**config.mk**
```make
export PLATFORM = sky130hd
export DESIGN_NAME = fetch_sequencer
export DESIGN_NICKNAME = d
export VERILOG_FILES = /design/src/rtl/fetch_sequencer.sv
export SDC_FILE = /design/constraint.sdc
export NUM_CORES = 1
export LEC_CHECK = 0
export CAP_MARGIN = 20
export CORE_MARGIN = 1.5
export CORE_UTILIZATION = 30
export DETAILED_ROUTE_END_ITERATION = 8
export GPL_TIMING_DRIVEN = 0
export HOLD_SLACK_MARGIN = 0.1
export PLACE_DENSITY = 0.56
export SLEW_MARGIN = 20
export SYNTH_ARGS = -nofsm -noshare
export SYNTH_HDL_FRONTEND = slang
export SYNTH_SLANG_ARGS = --single-unit
```
**constraint.sdc**
```tcl
create_clock -name clock -period 2.3 [get_ports clock]
set_input_delay 0.69 -clock clock [delete_from_list [all_inputs] [get_ports clock]]
set_output_delay 0.69 -clock clock [all_outputs]
set_load 0.02 [all_outputs]
```
**src/rtl/fetch_sequencer.sv**
```systemverilog
// Fetch-stage PC sequencer: IDLE/RUN/HALT control, PC redirect on jump or taken
// branch, stall hold, and a saturating count of PC advances.
module fetch_sequencer #(
    parameter int unsigned    PC_W       = 8,
    parameter logic [PC_W-1:0] START_ADDR = '0,
    parameter int unsigned    CNT_W      = 16
) (
    input  logic             clock,
    input  logic             reset,
    input  logic             start,
    input  logic             stall,
    input  logic             halt_req,
    input  logic             jump_ctrl,
    input  logic [PC_W-1:0]  jump_target,
    input  logic             branch_ctrl,
    input  logic             branch_taken,
    input  logic [PC_W-1:0]  branch_offset,
    output logic [PC_W-1:0]  pc,
    output logic             fetch_en,
    output logic             redirect,
    output logic             busy,
    output logic             done,
    output logic [CNT_W-1:0] fetch_count
);

    localparam logic [CNT_W-1:0] CNT_MAX = '1;

    typedef enum logic [1:0] {
        IDLE = 2'd0,
        RUN  = 2'd1,
        HALT = 2'd2
    } state_t;

    state_t           state;
    state_t           state_nxt;
    logic [PC_W-1:0]  pc_nxt;
    logic [CNT_W-1:0] count_nxt;
    logic             redirect_nxt;
    logic             fetch_en_nxt;
    logic             busy_nxt;
    logic             done_nxt;

    // State and every output are registered; reset wins over all inputs.
    always_ff @(posedge clock) begin
        if (reset) begin
            state       <= IDLE;
            pc          <= START_ADDR;
            fetch_count <= '0;
            redirect    <= 1'b0;
            fetch_en    <= 1'b0;
            busy        <= 1'b0;
            done        <= 1'b0;
        end else begin
            state       <= state_nxt;
            pc          <= pc_nxt;
            fetch_count <= count_nxt;
            redirect    <= redirect_nxt;
            fetch_en    <= fetch_en_nxt;
            busy        <= busy_nxt;
            done        <= done_nxt;
        end
    end

    // Next state and next register values; in RUN the first matching rule wins.
    always_comb begin
        state_nxt    = state;
        pc_nxt       = pc;
        count_nxt    = fetch_count;
        redirect_nxt = 1'b0;

        unique case (state)
            IDLE, HALT: begin
                if (start) begin
                    state_nxt = RUN;
                    pc_nxt    = START_ADDR;
                    count_nxt = '0;
                end
            end
            RUN: begin
                if (stall) begin
                    state_nxt = RUN;
                end else if (halt_req) begin
                    state_nxt = HALT;
                end else begin
                    if (jump_ctrl) begin
                        pc_nxt       = jump_target;
                        redirect_nxt = 1'b1;
                    end else if (branch_ctrl && branch_taken) begin
                        pc_nxt       = pc + branch_offset;
                        redirect_nxt = 1'b1;
                    end else begin
                        pc_nxt = pc + PC_W'(1);
                    end
                    if (fetch_count != CNT_MAX) begin
                        count_nxt = fetch_count + CNT_W'(1);
                    end
                end
            end
            default: begin
                state_nxt = IDLE;
                pc_nxt    = START_ADDR;
                count_nxt = '0;
            end
        endcase

        fetch_en_nxt = (state_nxt == RUN);
        busy_nxt     = (state_nxt == RUN);
        done_nxt     = (state_nxt == HALT);
    end

endmodule

```
---- Word level (Yosys, flattened, before mapping) ----
Cells that the tools add are included.
operators by class
  $add $sub $neg .......................... 3
  eq/ne operators ......................... 9
  muxes and demuxes ....................... 17
  bitwise operators ....................... 1
  reduce and logical (&&, ||, !) cells .... 6
operators by type and width
  operator                                              count
  two-way mux 16 bit                                    4
  two-way mux 8 bit                                     5
  case mux 16 bit (2 select lines)                      1
  adder 16 x 1 -> 16 bit (second input constant)        1
  != test 16 bit (second input constant)                1
  case mux 8 bit (2 select lines)                       1
  adder 8 x 1 -> 8 bit (second input constant)          1
  adder 8 bit                                           1
  != test 2 bit (second input constant)                 4
  two-way mux 2 bit                                     3
  equality test 2 x 1 -> 1 bit (second input constant)  2
  equality test 2 bit (second input constant)           2
  case mux 2 bit (2 select lines)                       1
  AND reduction 4 bit                                   1
  OR reduction 4 bit                                    1
  AND reduction 3 bit                                   1
  zero test 2 bit                                       1
  two-way mux 1 bit                                     2
  OR reduction 2 bit                                    1
  logical AND 1 bit                                     1
  inverter 1 bit                                        1
word-level totals
  bits in registers ....................... 29
  input port bits ......................... 24
  output and inout bits ................... 28
  word-level logic and storage cells ...... 42

---- Logic depth before layout (Yosys ltp) ----
Gate-level depths: netlist (run 1).
  depth after elaboration ................. 6
  depth in mapped cells ................... 8
  depth with buffers taken out ............ 8

---- Least setup slack after synthesis (run 1) ----
No wires, ideal clock.
  kind .................................... input port to flip-flop
  start point ............................. input branch_offset[0]
  end point ............................... register pc[4]
  library setup time ...................... 0.071 ns
  arrival time ............................ 2.063 ns
  required time ........................... 2.229 ns
  setup slack ............................. 0.167 ns
  stages on the path ...................... 8
  path buffers ............................ 0
  cell sequence ........................... nand3b_1 ha_1 inv_1 fa_1 nor2b_1 o21ai_0 a2111o_1 a21oi_1
on the way
  word-level cells in the longest chain between the ends .. 6
ends and longest elaborated chain
  item                             line  text
  from (decl)                      17    input logic [PC_W-1:0] branch_offset,
  adder 8 bit                      89    pc_nxt = pc + branch_offset;
  two-way mux 8 bit                88    end else if (branch_ctrl && branch_taken) begin
  two-way mux 8 bit                85    if (jump_ctrl) begin
  two-way mux 8 bit                82    end else if (halt_req) begin
  two-way mux 8 bit                80    if (stall) begin
  case mux 8 bit (2 select lines)  71    unique case (state)
  to (signal assigned)             55    pc <= pc_nxt;
  to (decl)                        18    output logic [PC_W-1:0] pc,
Every way passes these cells. The select of a mux whose other input is x is not followed.
A chain may end at the register's enable or synchronous reset.

---- Final worst setup path (run 1) ----
  start point ............................. input branch_offset[1]
  end point ............................... register pc[4]
The elaborated chain is that of the path after synthesis.

==> results.json, run 1 <==
{
  "initial_core_util_pct": 31.3,
  "num_rows": 28,
  "track_usage_pct": 15.7,
  "ioPinCount": 52,
  "core_um2": 5990,
  "ys_seq_elements": 29,
  "clock_latency_ps": 280,
  "regArea_um2": 581,
  "worstSetupStartpointType": "input port",
  "min-delay-path-class": "register to register",
  "skew_ps": 11.2,
  "slowest_stage": "clkdlybuf4s50_1",
  "finalCriticalPeriod_ps": 2250,
  "area_growth_pct": 39.3,
  "utilization_pct": 43.6,
  "dieArea_um2": 6730,
  "finalSetupViolations": 0,
  "power.density_nw_per_um2": 435,
  "syn_inst": 225,
  "drv_cap": 0,
  "h-tree-depth": 2,
  "port_buffers": 50,
  "synthFlopType": "dfxtp_1",
  "hold_buffers": 0,
  "clock.fmax_mhz": 444,
  "cts_tree": "done",
  "clockRootBuffer": "clkbuf_8",
  "multi_input_comb_area_um2": 1260,
  "grt_pass1_wl_um": 8030,
  "worstPathCellList": "clkdlybuf4s50_1, nand3_2, fa_2, nor2b_4, o21ai_1, a2111o_1, a21oi_1",
  "power.total_mw": 1.13,
  "die_height_um": 82.0,
  "grt_pass1_vias": 1699,
  "clockBufferDepth": 2,
  "crit_path_end_kind": "register",
  "final-max-slew-violation-count": 0,
  "critPathRequiredTime_ps": 2510,
  "synth_area_per_cell_um2": 8.32,
  "overflow": 0,
  "synth-seq-area-share_pct": 31.0,
  "antenna_cells": 0,
  "dr.pass1.iters": 4,
  "place_hpwl_um": 3830,
  "drtIter0Drc": 57,
  "cts_made_buffers": 5,
  "die_width_um": 82.0,
  "relSlewSlack_pct": 55.3,
  "vdd_drop_max_mv": 0.305,
  "grt_max_degree": 11,
  "timing.final.crit_share_pct": 98.0,
  "antenna_found_initial": 0,
  "synth_area_um2": 1870,
  "fill_cells": 612,
  "status": "complete, no violations",
  "path_clk_slew_ps": 60,
  "ant_nets": 0,
  "drive_gt1_share_pct": 10.2,
  "tns_ps": 0,
  "mostFrequentLayoutCell": "clkdlybuf4s50_1",
  "syn_nets": 258,
  "nets": 317,
  "final_cell_mix": "clkdlybuf4s50_1, dfxtp_1, nand2_1, a21oi_1, mux2i_1",
  "critPathKind": "input port to register",
  "synth_warnings": 0,
  "drcViolationCount": 0,
  "ys_types": 51,
  "hold_violations": 0,
  "critical_path.max_stage_delay_ps": 480,
  "gp_congestion": 0.765,
  "cp_max_fo": 3,
  "async_flop_share_pct": 0,
  "crit_arrival_ps": 2460,
  "wl_per_cell_um": 14.6,
  "rsz0062_at_grt": "true",
  "wl_um": 5230,
  "clock_sinks": 29,
  "viasPerCell": 5.29,
  "synth_edf_count": 0,
  "worst_pin_slew_ps": 662,
  "num_vias": 1898,
  "p_leak_nw": 0.937
}
layer usage:
| layer | global-route usage [%] | wire length, µm | vias up |
|---|---|---|---|
| li1 | - | - | 964 |
| met5 | 0 | 0 | - |
| met1 | 21.2 | 2480 | 877 |
| met4 | 5.76 | 54 | 0 |
| met3 | 3.56 | 302 | 4 |
| met2 | 24.3 | 2400 | 53 |
sequential cells by signal (all words and copies together) (netlist names):
name / count
pc: 8
state: 2
redirect: 1
done: 1
fetch_count: 16
busy: 1
final timing paths:
check / startpoint / end / slack [ps] / cells past startpoint
worst max-delay path: branch_offset[1] / pc[4] / 50 / 7
worst min-delay path: fetch_count[14] / fetch_count[14] / 480 / 2
worst min register to register: fetch_count[14] / fetch_count[14] / 480 / 2
worst max register to register: fetch_count[0] / fetch_count[6] / 280 / 5
critical path, delay by kind of cell:
| family | cells | cell delay, ps |
|---|---|---|
| simple gates | 2 | 260 |
| fa+ha+maj | 1 | 410 |
| buf+inv | 1 | 480 |
| compound gates | 3 | 620 |
kinds of logic after synthesis:
logic type,after synthesis,synth area share [%]
AND/OR/NAND/NOR,96,29.0
AO/OA/AOI/OAI,59,22.2
XOR/XNOR,2,0.935
adder cells (fa/ha/maj),9,6.41
multiplexers,12,6.41
flip-flops,29,31.0
buffers and inverters,18,4.08
what timing repair did:
item                                    in CTS  in global routing
gates resized for setup                      7                 15
endpoints found under the hold margin        0                  0
buffers inserted                             1                  1
endpoints found under the setup margin      12                 15
pin swaps                                    1                  5
power by group:
part           internal, mW  switching, mW  total [mW]
Clock                 0.237          0.190       0.427
Combinational        0.0864          0.103       0.189
Sequential            0.510        0.00776       0.518
through the flow:
| step | setup slack [ps] | hold slack, ps | instances | cell area, µm² |
|---|---|---|---|---|
| 3_3_place_gp | -687 | 470 | 350 | 2470 |
| 6_report | 47.0 | 482 | 359 | 2610 |
| 5_1_grt | -12.7 | 533 | 359 | 2610 |
| 3_5_place_dp | -666 | 475 | 350 | 2470 |
| 4_1_cts | -39.0 | 485 | 358 | 2570 |
| 2_1_floorplan | 167 | 550 | 225 | 1870 |
Yosys cell counts, types with 5 or more instances:
master / count / area [µm²]
nand2_1: 20 / 75.1
and3_1: 9 / 56.3
inv_1: 8 / 30.0
nor2_1: 11 / 41.3
clkbuf_1: 5 / 18.8
nand2b_1: 9 / 56.3
nor4_1: 5 / 31.3
o21ai_0: 7 / 35.0
nand3_1: 11 / 55.1
a21oi_1: 13 / 65.1
dfxtp_1: 29 / 581
ha_1: 8 / 100
a211oi_1: 6 / 45.0
mux2i_1: 12 / 120
layout make-up:
cell class                 count  share of cell area [%]
multi-input combinational    178                    48.3
sequential                    29                    22.2
timing repair buffer          52                    19.6
tap                           75                    3.60
clock buffer                   7                    3.31
buffer                        10                    1.82
inverter                       8                    1.15
Power figures use the tool's default switching activity.
==> run 2: changes to the inputs <==
- CORE_MARGIN: 1.5 -> not set
- MAX_ROUTING_LAYER: not set -> met4
- SLEW_MARGIN: 20 -> not set
==> run 2 against run 1 <==
Effect of this change:
- routed wire length is 0.44% higher
- clock-buffer cell count stayed put
- maximum frequency hardly changed
- sequential share of layout area is 0.053 points lower
- highest routed layer unchanged
- via count is 0.42% higher
- worst setup slack better by 0.73 ps
- largest cell class unchanged
- first-iteration DRC count is 39% higher
- register-to-register slack worse by 30 ps
- sequential power hardly changed
==> results.json, run 2 (same netlist as run 1, synthesis figures left out) <==
{
  "cp_max_fo": 5,
  "tns_ps": 0,
  "die_width_um": 81.0,
  "num_rows": 28,
  "wl_met2_um": 2440,
  "place_inst": 350,
  "vdd_drop_max_mv": 0.279,
  "finalSetupViolations": 0,
  "crit_path_end_kind": "register",
  "cts_tree": "done",
  "wl_um": 5250,
  "gp_congestion": 0.799,
  "clockBufferDepth": 2,
  "hold_violations": 0,
  "antenna_found_initial": 0,
  "skew_ps": 8.56,
  "die_height_um": 81.0,
  "core_um2": 5960,
  "dieArea_um2": 6560,
  "wl_met3_um": 234,
  "wl_met1_um": 2540,
  "wl_per_cell_um": 14.7,
  "largest_register": "fetch_count",
  "ant_nets": 0,
  "antenna_cells": 0,
  "drcViolationCount": 0,
  "clock_sinks": 29,
  "h-tree-depth": 2,
  "cp-endpoint": "pc[6]",
  "critPathKind": "input port to register",
  "cts_made_buffers": 5,
  "track_usage_pct": 17.1,
  "finalCriticalPeriod_ps": 2250,
  "largest_reg_flops": 16,
  "critPathRequiredTime_ps": 2510,
  "worstSetupStartpointType": "input port",
  "viasPerCell": 5.32,
  "ioPinCount": 52,
  "clock_latency_ps": 280,
  "clock.fmax_mhz": 444,
  "overflow": 0,
  "area_growth_pct": 39.7,
  "timing.rr.end": "fetch_count[12]",
  "rsz0062_at_grt": "true",
  "nets": 316,
  "fin_cells": 358,
  "drtIter0Drc": 79,
  "grt_max_degree": 11,
  "relSlewSlack_pct": 57.2,
  "drv_cap": 0,
  "place_hpwl_um": 3860,
  "grt_pass1_wl_um": 8340,
  "crit_start": "stall",
  "crit_arrival_ps": 2460,
  "p_leak_nw": 0.923,
  "port_buffers": 50,
  "status": "complete, no violations",
  "rrSetupSlack_ps": 250,
  "mostFrequentLayoutCell": "clkdlybuf4s50_1",
  "hold_buffers": 0,
  "utilization_pct": 43.9,
  "final_cell_mix": "clkdlybuf4s50_1, dfxtp_1, nand2_1, a21oi_1, mux2i_1",
  "reg2regPathDepth": 5,
  "timing.final.crit_share_pct": 97.9,
  "final-max-slew-violation-count": 0,
  "drive_gt1_share_pct": 11.3,
  "clockRootBuffer": "clkbuf_8",
  "initial_core_util_pct": 31.4,
  "power.density_nw_per_um2": 435,
  "dr.pass1.iters": 4,
  "reg2reg_from": "fetch_count[0]",
  "largestRegisters": "fetch_count: 16 flops, pc: 8 flops, state: 2 flops",
  "worst_pin_slew_ps": 633,
  "grt_pass1_vias": 1747,
  "top_layer": "met4",
  "path_clk_slew_ps": 70,
  "num_vias": 1906,
  "min-delay-path-class": "register to register"
}
[run 2: stage by stage]
step | total power, mW | setup slack, ps | area [µm²] | hold WS [ps]
floorplan | 0.627 | 167 | 1870 | 550
global placement | 0.715 | -680 | 2470 | 470
detailed placement | 0.715 | -672 | 2470 | 479
CTS | 1.15 | -42.7 | 2560 | 496
global route | 1.20 | 0.381 | 2620 | 514
finish | 1.14 | 47.7 | 2620 | 496
[run 2: how the worst min path moves through the flow]
stage	start	endpoint	slack [ps]	depth (start not counted)
6_report	fetch_count[14]	fetch_count[14]	500	2
5_1_grt	fetch_count[14]	fetch_count[14]	510	2
4_1_cts	fetch_count[14]	fetch_count[14]	500	2
3_5_place_dp	fetch_count[14]	fetch_count[14]	480	2
3_3_place_gp	fetch_count[14]	fetch_count[14]	470	2
2_1_floorplan	fetch_count[14]	fetch_count[14]	550	2
[run 2: final cells by class]
cell class                 count  area, µm²
buffer                        10       47.5
clock buffer                   7       86.3
fill                         622       3340
inverter                       8       30.0
multi-input combinational    178       1280
sequential                    29        581
tap                           75       93.8
timing repair buffer          51        499
[run 2: repair_timing]
action / CTS / global route
endpoints found under the setup margin: 11 / 14
resized for setup: 7 / 19
pin swaps: 0 / 5
setup buffers: 0 / 1
[run 2: power breakdown]
group / total (mW) / internal, mW / switching, mW
registers: 0.518 / 0.510 / 0.00786
clock network: 0.431 / 0.237 / 0.194
logic: 0.188 / 0.0854 / 0.103
total: 1.14 / 0.833 / 0.304
[run 2: critical path: stages]
cell and delay [ps]:
clkdlybuf4s50_1 480, or4b_4 550, or4_1 410, a211o_1 240, o211ai_1 80
[run 2: routing by layer]
layer  GRT usage [%]  vias to the layer above
met1            22.3                      900
met5               -                        -
li1                -                      963
met4            5.71                        0
met3            3.37                        2
met2            26.4                       41
